### config.mk
export PLATFORM = sky130hd
export DESIGN_NAME = uart_host_client
export DESIGN_NICKNAME = d
export VERILOG_FILES = /design/src/rtl/uart_host_client.sv
export SDC_FILE = /design/constraint.sdc
export NUM_CORES = 1
export LEC_CHECK = 0
export ABC_AREA = 1
export CORE_ASPECT_RATIO = 1.1
export CORE_MARGIN = 2
export CORE_UTILIZATION = 45
export CTS_BUF_LIST = sky130_fd_sc_hd__clkbuf_8 sky130_fd_sc_hd__clkbuf_16
export CTS_CLUSTER_DIAMETER = 150
export DETAILED_ROUTE_END_ITERATION = 7
export GPL_TIMING_DRIVEN = 0
export HOLD_SLACK_MARGIN = 0.08
export PLACE_DENSITY = 0.77
export SYNTH_ARGS = -nofsm -noshare
export SYNTH_HDL_FRONTEND = slang
export SYNTH_SLANG_ARGS = --single-unit
### constraint.sdc
create_clock -name clk -period 1.4 [get_ports clk]
set_input_delay 0.42 -clock clk [delete_from_list [all_inputs] [get_ports clk]]
set_output_delay 0.42 -clock clk [all_outputs]
set_load 0.03 [all_outputs]
### src/rtl/uart_host_client.sv
// uart_host_client
//
// Host-side requester for a buffered UART's FIFO ports.
//   * RX path: pulls 11-bit words {overflow, parity, break, data[7:0]} out of
//     the UART read FIFO, keeps saturating per-flag error counters and offers
//     the byte plus flags on a valid/ready stream. Words carrying a parity or
//     overflow error are swallowed when DROP_BAD is set.
//   * TX path: accepts bytes from a valid/ready stream and pushes them into
//     the UART write FIFO.
// Both FIFO ports use a registered request that stays high until the
// single-cycle acknowledge is sampled. The RX and TX paths are independent.
//
// Ports
//   clk, rst                   clock, asynchronous active-low reset
//   uartEmpty                  read FIFO empty
//   uartReadReq/uartReadAck    read request / one-cycle acknowledge
//   uartDataOut[10:0]          word from read FIFO, valid with uartReadAck
//   uartFull                   write FIFO full
//   uartWriteReq/uartWriteAck  write request / one-cycle acknowledge
//   uartDataIn[10:0]           word to write FIFO ({3'b000, byte})
//   rxValid/rxReady            receive stream handshake
//   rxByte[7:0], rxFlags[2:0]  received byte and {overflow, parity, break}
//   txValid/txReady/txByte     transmit stream
//   clearCounters              synchronous clear of all error counters
//   parityErrors, overflows,
//   breaks                     saturating error counters
module uart_host_client #(
    parameter int ERR_COUNT_WIDTH = 16,
    parameter bit DROP_BAD        = 1'b1
) (
    input  logic                       clk,
    input  logic                       rst,
    input  logic                       uartEmpty,
    output logic                       uartReadReq,
    input  logic                       uartReadAck,
    input  logic [10:0]                uartDataOut,
    input  logic                       uartFull,
    output logic                       uartWriteReq,
    input  logic                       uartWriteAck,
    output logic [10:0]                uartDataIn,
    output logic                       rxValid,
    input  logic                       rxReady,
    output logic [7:0]                 rxByte,
    output logic [2:0]                 rxFlags,
    input  logic                       txValid,
    output logic                       txReady,
    input  logic [7:0]                 txByte,
    input  logic                       clearCounters,
    output logic [ERR_COUNT_WIDTH-1:0] parityErrors,
    output logic [ERR_COUNT_WIDTH-1:0] overflows,
    output logic [ERR_COUNT_WIDTH-1:0] breaks
);

    typedef enum logic [1:0] {R_IDLE, R_REQ, R_HOLD} rx_state_t;
    typedef enum logic [1:0] {T_IDLE, T_PEND, T_REQ} tx_state_t;

    rx_state_t  rx_state_reg;
    logic       rd_req_reg;
    logic       rx_valid_reg;
    logic [7:0] rx_byte_reg;
    logic [2:0] rx_flags_reg;

    tx_state_t  tx_state_reg;
    logic       wr_req_reg;
    logic       tx_ready_reg;
    logic [7:0] tx_byte_reg;

    // An acknowledge only counts while our request is outstanding; a stray
    // ack in any other state is ignored.
    logic rd_ack_taken;
    logic word_bad;

    assign rd_ack_taken = (rx_state_reg == R_REQ) && uartReadAck;
    assign word_bad     = uartDataOut[10] | uartDataOut[9];

    // ------------------------------------------------------------------
    // RX FSM
    // ------------------------------------------------------------------
    always_ff @(posedge clk or negedge rst) begin
        if (!rst) begin
            rx_state_reg <= R_IDLE;
            rd_req_reg   <= 1'b0;
            rx_valid_reg <= 1'b0;
            rx_byte_reg  <= 8'h00;
            rx_flags_reg <= 3'b000;
        end else begin
            case (rx_state_reg)
                R_IDLE: begin
                    if (!uartEmpty) begin
                        rd_req_reg   <= 1'b1;
                        rx_state_reg <= R_REQ;
                    end
                end
                R_REQ: begin
                    if (uartReadAck) begin
                        rd_req_reg <= 1'b0;
                        if (word_bad && DROP_BAD) begin
                            rx_state_reg <= R_IDLE;
                        end else begin
                            rx_valid_reg <= 1'b1;
                            rx_byte_reg  <= uartDataOut[7:0];
                            rx_flags_reg <= uartDataOut[10:8];
                            rx_state_reg <= R_HOLD;
                        end
                    end
                end
                R_HOLD: begin
                    if (rxReady) begin
                        rx_valid_reg <= 1'b0;
                        rx_state_reg <= R_IDLE;
                    end
                end
                default: begin
                    rd_req_reg   <= 1'b0;
                    rx_valid_reg <= 1'b0;
                    rx_state_reg <= R_IDLE;
                end
            endcase
        end
    end

    // ------------------------------------------------------------------
    // Error counters: index 0 = break (bit 8), 1 = parity (bit 9),
    // 2 = overflow (bit 10). Clear has priority over an increment.
    // ------------------------------------------------------------------
    genvar gi;
    generate
        for (gi = 0; gi < 3; gi++) begin : g_cnt
            logic [ERR_COUNT_WIDTH-1:0] cnt_reg;

            always_ff @(posedge clk or negedge rst) begin
                if (!rst) begin
                    cnt_reg <= '0;
                end else if (clearCounters) begin
                    cnt_reg <= '0;
                end else if (rd_ack_taken && uartDataOut[8+gi] && (cnt_reg != '1)) begin
                    cnt_reg <= cnt_reg + ERR_COUNT_WIDTH'(1);
                end
            end
        end
    endgenerate

    assign breaks       = g_cnt[0].cnt_reg;
    assign parityErrors = g_cnt[1].cnt_reg;
    assign overflows    = g_cnt[2].cnt_reg;

    // ------------------------------------------------------------------
    // TX FSM
    // ------------------------------------------------------------------
    always_ff @(posedge clk or negedge rst) begin
        if (!rst) begin
            tx_state_reg <= T_IDLE;
            wr_req_reg   <= 1'b0;
            tx_ready_reg <= 1'b1;
            tx_byte_reg  <= 8'h00;
        end else begin
            case (tx_state_reg)
                T_IDLE: begin
                    if (txValid) begin
                        tx_byte_reg  <= txByte;
                        tx_ready_reg <= 1'b0;
                        tx_state_reg <= T_PEND;
                    end
                end
                T_PEND: begin
                    if (!uartFull) begin
                        wr_req_reg   <= 1'b1;
                        tx_state_reg <= T_REQ;
                    end
                end
                T_REQ: begin
                    // uartFull is deliberately not looked at here: once the
                    // request is up it stays up until the ack.
                    if (uartWriteAck) begin
                        wr_req_reg   <= 1'b0;
                        tx_ready_reg <= 1'b1;
                        tx_state_reg <= T_IDLE;
                    end
                end
                default: begin
                    wr_req_reg   <= 1'b0;
                    tx_ready_reg <= 1'b1;
                    tx_state_reg <= T_IDLE;
                end
            endcase
        end
    end

    assign uartReadReq  = rd_req_reg;
    assign rxValid      = rx_valid_reg;
    assign rxByte       = rx_byte_reg;
    assign rxFlags      = rx_flags_reg;
    assign uartWriteReq = wr_req_reg;
    assign txReady      = tx_ready_reg;
    assign uartDataIn   = {3'b000, tx_byte_reg};

endmodule

==> results.md <==
* Post-Route WL at between 10000 and 15000 um
* Most common cell after layout, fill and taps aside: nand2_1
* TritonRoute pass-1 iters at 6
* Max Clk Rate at 636.0 MHz
* Final Hold Viols at 0
* Netlist Area Pre-Place at 4183 um2
* Internal at between 4 and 5 mW
* Placed Area at 5440 um2
* Initial antenna violation count at 0
* Setup Skew at about 0.010 ns
* Largest cells by area after synthesis: dfrtp_1, nand2_1, nor2_1, nand4_1, nand3_1
* CTS sink count at 75
* Clk buf depth at 2
* Status: finished, violations left
* Core Area at ~9000 um2
* RSZ-0062 raised after global routing: true
* GRT Total Usage at 0.2573
* Worst R2R Path Depth at 10
* Final hold slack at 0.4739 ns
* Proportion of power drawn by the clock network at 0.267
* DRT iter0 DRCs at 231
* Vias in the first global route at 4288
* Yosys warns at 0
* Final min period at between 1.5 and 2 ns
* Share of Yosys cell area claimed by the top area cell type at 0.4427
* Die Width at between 90 and 100 um
* Proportion of layout cells with a drive suffix above 1 at 0.4687
* Adder-Cell Fraction of Synth Area at 0.008974
* Max-cap violations at 0
* Initial core utilization at 0.4666
* Power share of the combinational group at 0.310
* Port Buffers at roughly 100
* Dpl hpwl at about 7900 um
* Die Span Y at 105.1 um
* Worst-path clk slew at roughly 0.080 ns
* Compound-Gate Fraction of Synth Area at 0.03799
* Cell Pwr Density at 949.1 nW/um2
* Ports at ~100
* Largest area contributor in the netlist: dfrtp_1
* Largest net degree at the start of global routing at between 40 and 50
* Area grow syn2layout at 59.11%
* Die Footprint at 10080 um2
* Worst path arrival time at ~1.8 ns
* Setup slack, reg-to-reg at -0.17 ns
* Nets@finish at 777
* CTS tree: yes
* EDFF count, synth at 0
* Largest family of logic cells by synthesized area: simple AND/OR/NAND/NOR gates
* Leak at 3.347 nW
* Post-synth ARST share at 1.000
* Worst path required time at 1.65 ns
* Post-route cell area at ~6700 um2
* Commonest non-fill, non-tap cells in the layout: nand2_1, buf_4, buf_6
* WS Path Type: reg -> reg
* Period Utilization, post-route at 1.123
* Post-layout worst setup margin at -0.1723 ns
* FF-to-FF End: overflows[9]
* Max-slew violation count at 0
* CP endpoint: overflows[9]
* CP Capture Type: flip-flop
* Clock Latency Late Sink at roughly 0.37 ns
* Antenna Cells at 0
* DRC at 0
* Reg2reg start: overflows[0]
* H-tree levels at 3
* Synth Instances at 545
* Post-synthesis sequential area ratio at 0.4490
* Gr ovfl total at 0
* TritonCTS Buffers at 9
* Simple-gate area share of the yosys netlist at 0.3736
* Synthesized area per cell at approximately 7.7 um2
* DRT antenna net count at 0
* #FFs+latches synth at 75
* Psw at ~2.3 mW
* Vias at 4641
* Worst min path class: reg -> reg
* Final setup fails at 58
* Root buffer cell: clkbuf_8
* Setup WS pre-CTS at -0.7275 ns
* Sw Ratio at 0.3621
* Count of cell types in the netlist at 32
* Mux contribution to synthesized area at 0.02393
* Synth Flop Type: dfrtp_1
* Crit Path Max Fanout at 5
* DR vias/cell at 5.365
* Crit path launch: overflows[0]
* Worst vdd ir at roughly 490 uV
* First-pass GRT wire length at ~20000 um
* Area share of xor/xnor cells in the synthesized design at 0.03769
* CP Launch Type: flip-flop
* Setup TNS at -4.907 ns
* Wire length per cell at around 16 um
* RePlAce Congestion at around 0.84
* Violated checks: negative setup slack
* Flop pwr share at 0.423
* # rows at 36
## routing by layer
layer / share of wire / track usage / wire length [um]
met3: 0.065 / 0.04975 / 895
met1: 0.36 / 0.3033 / 4953
met5: 0 / 0 / 0
met2: 0.53 / 0.4391 / 7309
met4: 0.044 / 0.1265 / 601
## area by class of cell
cell class / count / area, um2
Buffer: 15 / 122.6
Fill cell: 626 / 2308
Sequential cell: 75 / 1924
Clock inverter: 7 / 68.82
Multi-Input combinational cell: 410 / 2385
Tap cell: 114 / 142.6
Timing Repair Buffer: 188 / 1699
Inverter: 47 / 188.9
Clock buffer: 9 / 123.9
## worst max-delay path, stage by stage, from the launching register on
cell and delay (ns):
dfrtp_2 0.46, ha_4 0.19, nand3_4 0.07, inv_4 0.04
nand2_4 0.07, nor2_4 0.04, nor2_4 0.19, nor2_4 0.10
buf_6 0.17, nand2_2 0.06, nand2_1 0.07
## power by group through the flow
stage	sequential, mW	combinational [mW]	clock [mW]
after floorplan	3.28	0.560	0
after global placement	2.70	1.95	0
after detailed placement	2.73	2.01	0
after CTS	2.68	1.88	1.70
after global routing	2.71	2.10	1.82
final	2.67	1.96	1.68
## worst min path at each step
stage	start	end	slack, ns	cells past startpoint
global placement	rxByte[0]	rxByte[0]	0.45	2
detailed placement	rst	parityErrors[10]	0.39	1
finish	rxByte[2]	rxByte[2]	0.47	2
global route	rxByte[5]	rxByte[5]	0.50	2
CTS	rxByte[5]	rxByte[5]	0.48	2
floorplan	rst	breaks[0]	0.12	0
## metrics by stage
step                        util  instances  power [mW]
after floorplan                -        547       3.837
after global placement    0.6050        759       4.646
after detailed placement  0.6069        760       4.734
after CTS                 0.6831        840       6.255
after global routing      0.7425        865       6.627
final                     0.7425        865       6.317
## synth_stat cells, types with 2 or more instances
cell,instances
o21ai_0,12
buf_6,5
nor2_1,54
mux2_2,8
nand3b_1,3
nand2_2,5
or2_2,6
nand3_1,34
nand2_1,201
nor2_2,5
a21oi_1,4
clkbuf_1,5
nor2_4,7
xor2_1,18
ha_1,3
inv_2,4
buf_4,3
dfrtp_1,74
nand3_2,3
inv_1,43
buf_2,2
nand4_1,30
o21bai_1,7
## timing repair
item                                    CTS  global route
buffers inserted                         59            25
hold endpoints to repair                 32             0
gates cloned                              4             0
hold buffers                              1             0
gates resized for setup                 493           101
pin swaps                                24            18
endpoints found under the setup margin  138           105
## cells by family (layout without fill, tap and decap cells)
family,after synthesis,count (layout)
DFF,75,75
adders and majority gates,3,3
buffers and inverters,62,266
AOI/OAI and AO/OA,27,27
xor gates and xnor gates,18,18
and+or+nand+nor,350,350
muxes,9,9
other,1,3
Power figures use the tool's default switching activity.
==> edit (config.mk and constraints unchanged) <==
Set the parameter `ERR_COUNT_WIDTH` to 20 (it was 16).
--- a/src/rtl/uart_host_client.sv
+++ b/src/rtl/uart_host_client.sv
@@ -25,7 +25,7 @@
 //   parityErrors, overflows,
 //   breaks                     saturating error counters
 module uart_host_client #(
-    parameter int ERR_COUNT_WIDTH = 16,
+    parameter int ERR_COUNT_WIDTH = 20,
     parameter bit DROP_BAD        = 1'b1
 ) (
     input  logic                       clk,
Ports: changed (resized breaks, overflows and parityErrors); port bits go from 102 to 114. The function was not compared with the original's and may differ.
==> edit against the unedited design <==
- the run still ends with setup timing left
- cell area is 33% higher
- wire length rose by 50%
- worst setup slack got worse by 0.074 ns
- synthesized area rose by 25%
- global-route usage rose by 3.2 points
- sequential cell count up 12
- clock skew fell by 0.0031 ns
- total power up 22%
- clock power grew 46%
- critical endpoint is now breaks[3]
==> edit: results (changes against the unedited design) <==
gpl.final_weighted_congestion: 0.9289  # was 0.8387
setup_viol: 87  # was 58
clkTransAtPathRegs_ns: 0.07
cts_made_buffers: 9  # unchanged
synth_area_leaders: "dfrtp_1, nand2_1, nand3_1"  # was dfrtp_1, nand2_1, nor2_1
io_buffers: 110  # was 98
fin_ws_ns: -0.2458  # was -0.1723 ns
cp_max_fo: 7  # was 5
layout-drive-gt1-share_pct: 48.23  # was 46.87%
drtPass1Iterations: 5  # was 6
track_usage_pct: 28.95  # was 25.73%
nFillCells: 713  # was 626
yosys-top-cells-count: "nand2_1, nor2_1, nand3_1, dfrtp_1, inv_1"  # was nand2_1, dfrtp_1, nor2_1, inv_1, nand3_1
clock_latency_ns: 0.35  # was 0.37 ns
leakage_uw: 0.004163  # was 0.003347 uW
synthDominantCellAreaShare_pct: 41.30  # was 44.27%
cp.arrival_ns: 1.87  # was 1.82 ns
crit_start: "breaks[6]"  # was overflows[0]
p_sw_share_pct: 34.26  # was 36.21%
cp_slowest_stage_delay_ns: 0.44  # was 0.46 ns
async_reset_ff_share_pct: 100.0  # unchanged
cts-root-buf: "clkbuf_16"  # was clkbuf_8
synth_cell_types: 31  # was 32
grt_pass1_vias: 5957  # was 4288
via_count: 6387  # was 4641
wl_per_cell_um: 18.16  # was 15.91 um
endpoint: "breaks[3]"  # was overflows[9]
num-nets-final: 1013  # was 777
yosysSeqAreaShare_pct: 41.80  # was 44.90%
failed_checks: "setup timing"  # unchanged
hp-class: "input pin to asynchronous set/reset pin"  # was flop to flop
grt_pass1_wl_um: 28410  # was 20150 um
grt_max_degree: 48  # was 44
drt_iter0_drc: 532  # was 231
vdd_ir_drop_max_mv: 0.8492  # was 0.4871 mV
finalClockSkew_ns: 0.007062  # was 0.01019 ns
status: "complete, but fails checks"  # unchanged
hpwlAfterDp_um: 10740  # was 7901 um
clk_path_buf_depth: 2  # unchanged
-- edit: area by class of cell --
class | count | area, sq um | area share, %
Buffer | 19 | 185.2 | 2.094
Inverter | 69 | 259.0 | 2.929
Sequential cell | 87 | 2248 | 25.42
Clock inverter | 7 | 71.32 | 0.8065
Clock buffer | 9 | 225.2 | 2.547
Multi-Input combinational cell | 552 | 3473 | 39.28
Timing Repair Buffer | 243 | 2186 | 24.72
Tap cell | 150 | 187.7 | 2.122
Timing Repair inverter | 1 | 7.507 | 0.08489
-- edit: through the flow --
| step | TNS [ns] | std cells | total power [uW] | setup slack [ns] | area (sq um) |
|---|---|---|---|---|---|
| floorplan | -6.810 | 729 | 4246 | -0.1979 | 5574 |
| global placement | -353.89 | 989 | 5083 | -3.589 | 6863 |
| detailed placement | -59.50 | 990 | 5147 | -0.8948 | 6888 |
| CTS | -5.219 | 1094 | 7650 | -0.1521 | 8105 |
| global route | -15.03 | 1137 | 7973 | -0.3037 | 8843 |
| finish | -11.12 | 1137 | 7679 | -0.2458 | 8843 |
-- edit: logic make-up after synthesis --
group | Yosys count | synth area share (%)
mux | 8 | 1.729
flops | 87 | 41.80
simple gates | 476 | 40.19
compound gates | 38 | 4.034
xor+xnor | 24 | 4.034
buf+inv | 90 | 7.419
other cells | 1 | 0.07196
fa+ha+maj | 3 | 0.7204
-- edit: power groups by stage --
stage | clock, uW | combinational [uW] | sequential, uW
2_1_floorplan | 0 | 619 | 3630
3_3_place_gp | 0 | 2020 | 3060
3_5_place_dp | 0 | 2070 | 3070
4_1_cts | 2470 | 2160 | 3020
5_1_grt | 2570 | 2350 | 3050
6_report | 2450 | 2200 | 3020
-- edit: worst min-delay path by stage --
stage,endpoint,startpoint,slack (ns),cells past startpoint
finish,parityErrors[13],rst,0.06,1
global route,parityErrors[13],rst,0.1,1
floorplan,breaks[0],rst,0.12,0
CTS,parityErrors[13],rst,0.08,1
global placement,rxByte[6],rxByte[6],0.45,2
detailed placement,parityErrors[13],rst,0.45,1
-- edit: timing repair --
action / 4_1_cts / 5_1_grt
setup buffers: 83 / 47
pin swaps: 23 / 45
endpoints found under the hold margin: 0 / 0
gates cloned: 6 / 1
resized for setup: 573 / 140
setup endpoints to repair: 155 / 115
-- edit: metal layers --
metal	wire, um	GRT usage [%]	part of all wire, %
met1	7436	33.58	36
met3	1535	5.482	7.4
met5	0	0	0
met4	1073	16.62	5.2
met2	10610	50.53	51
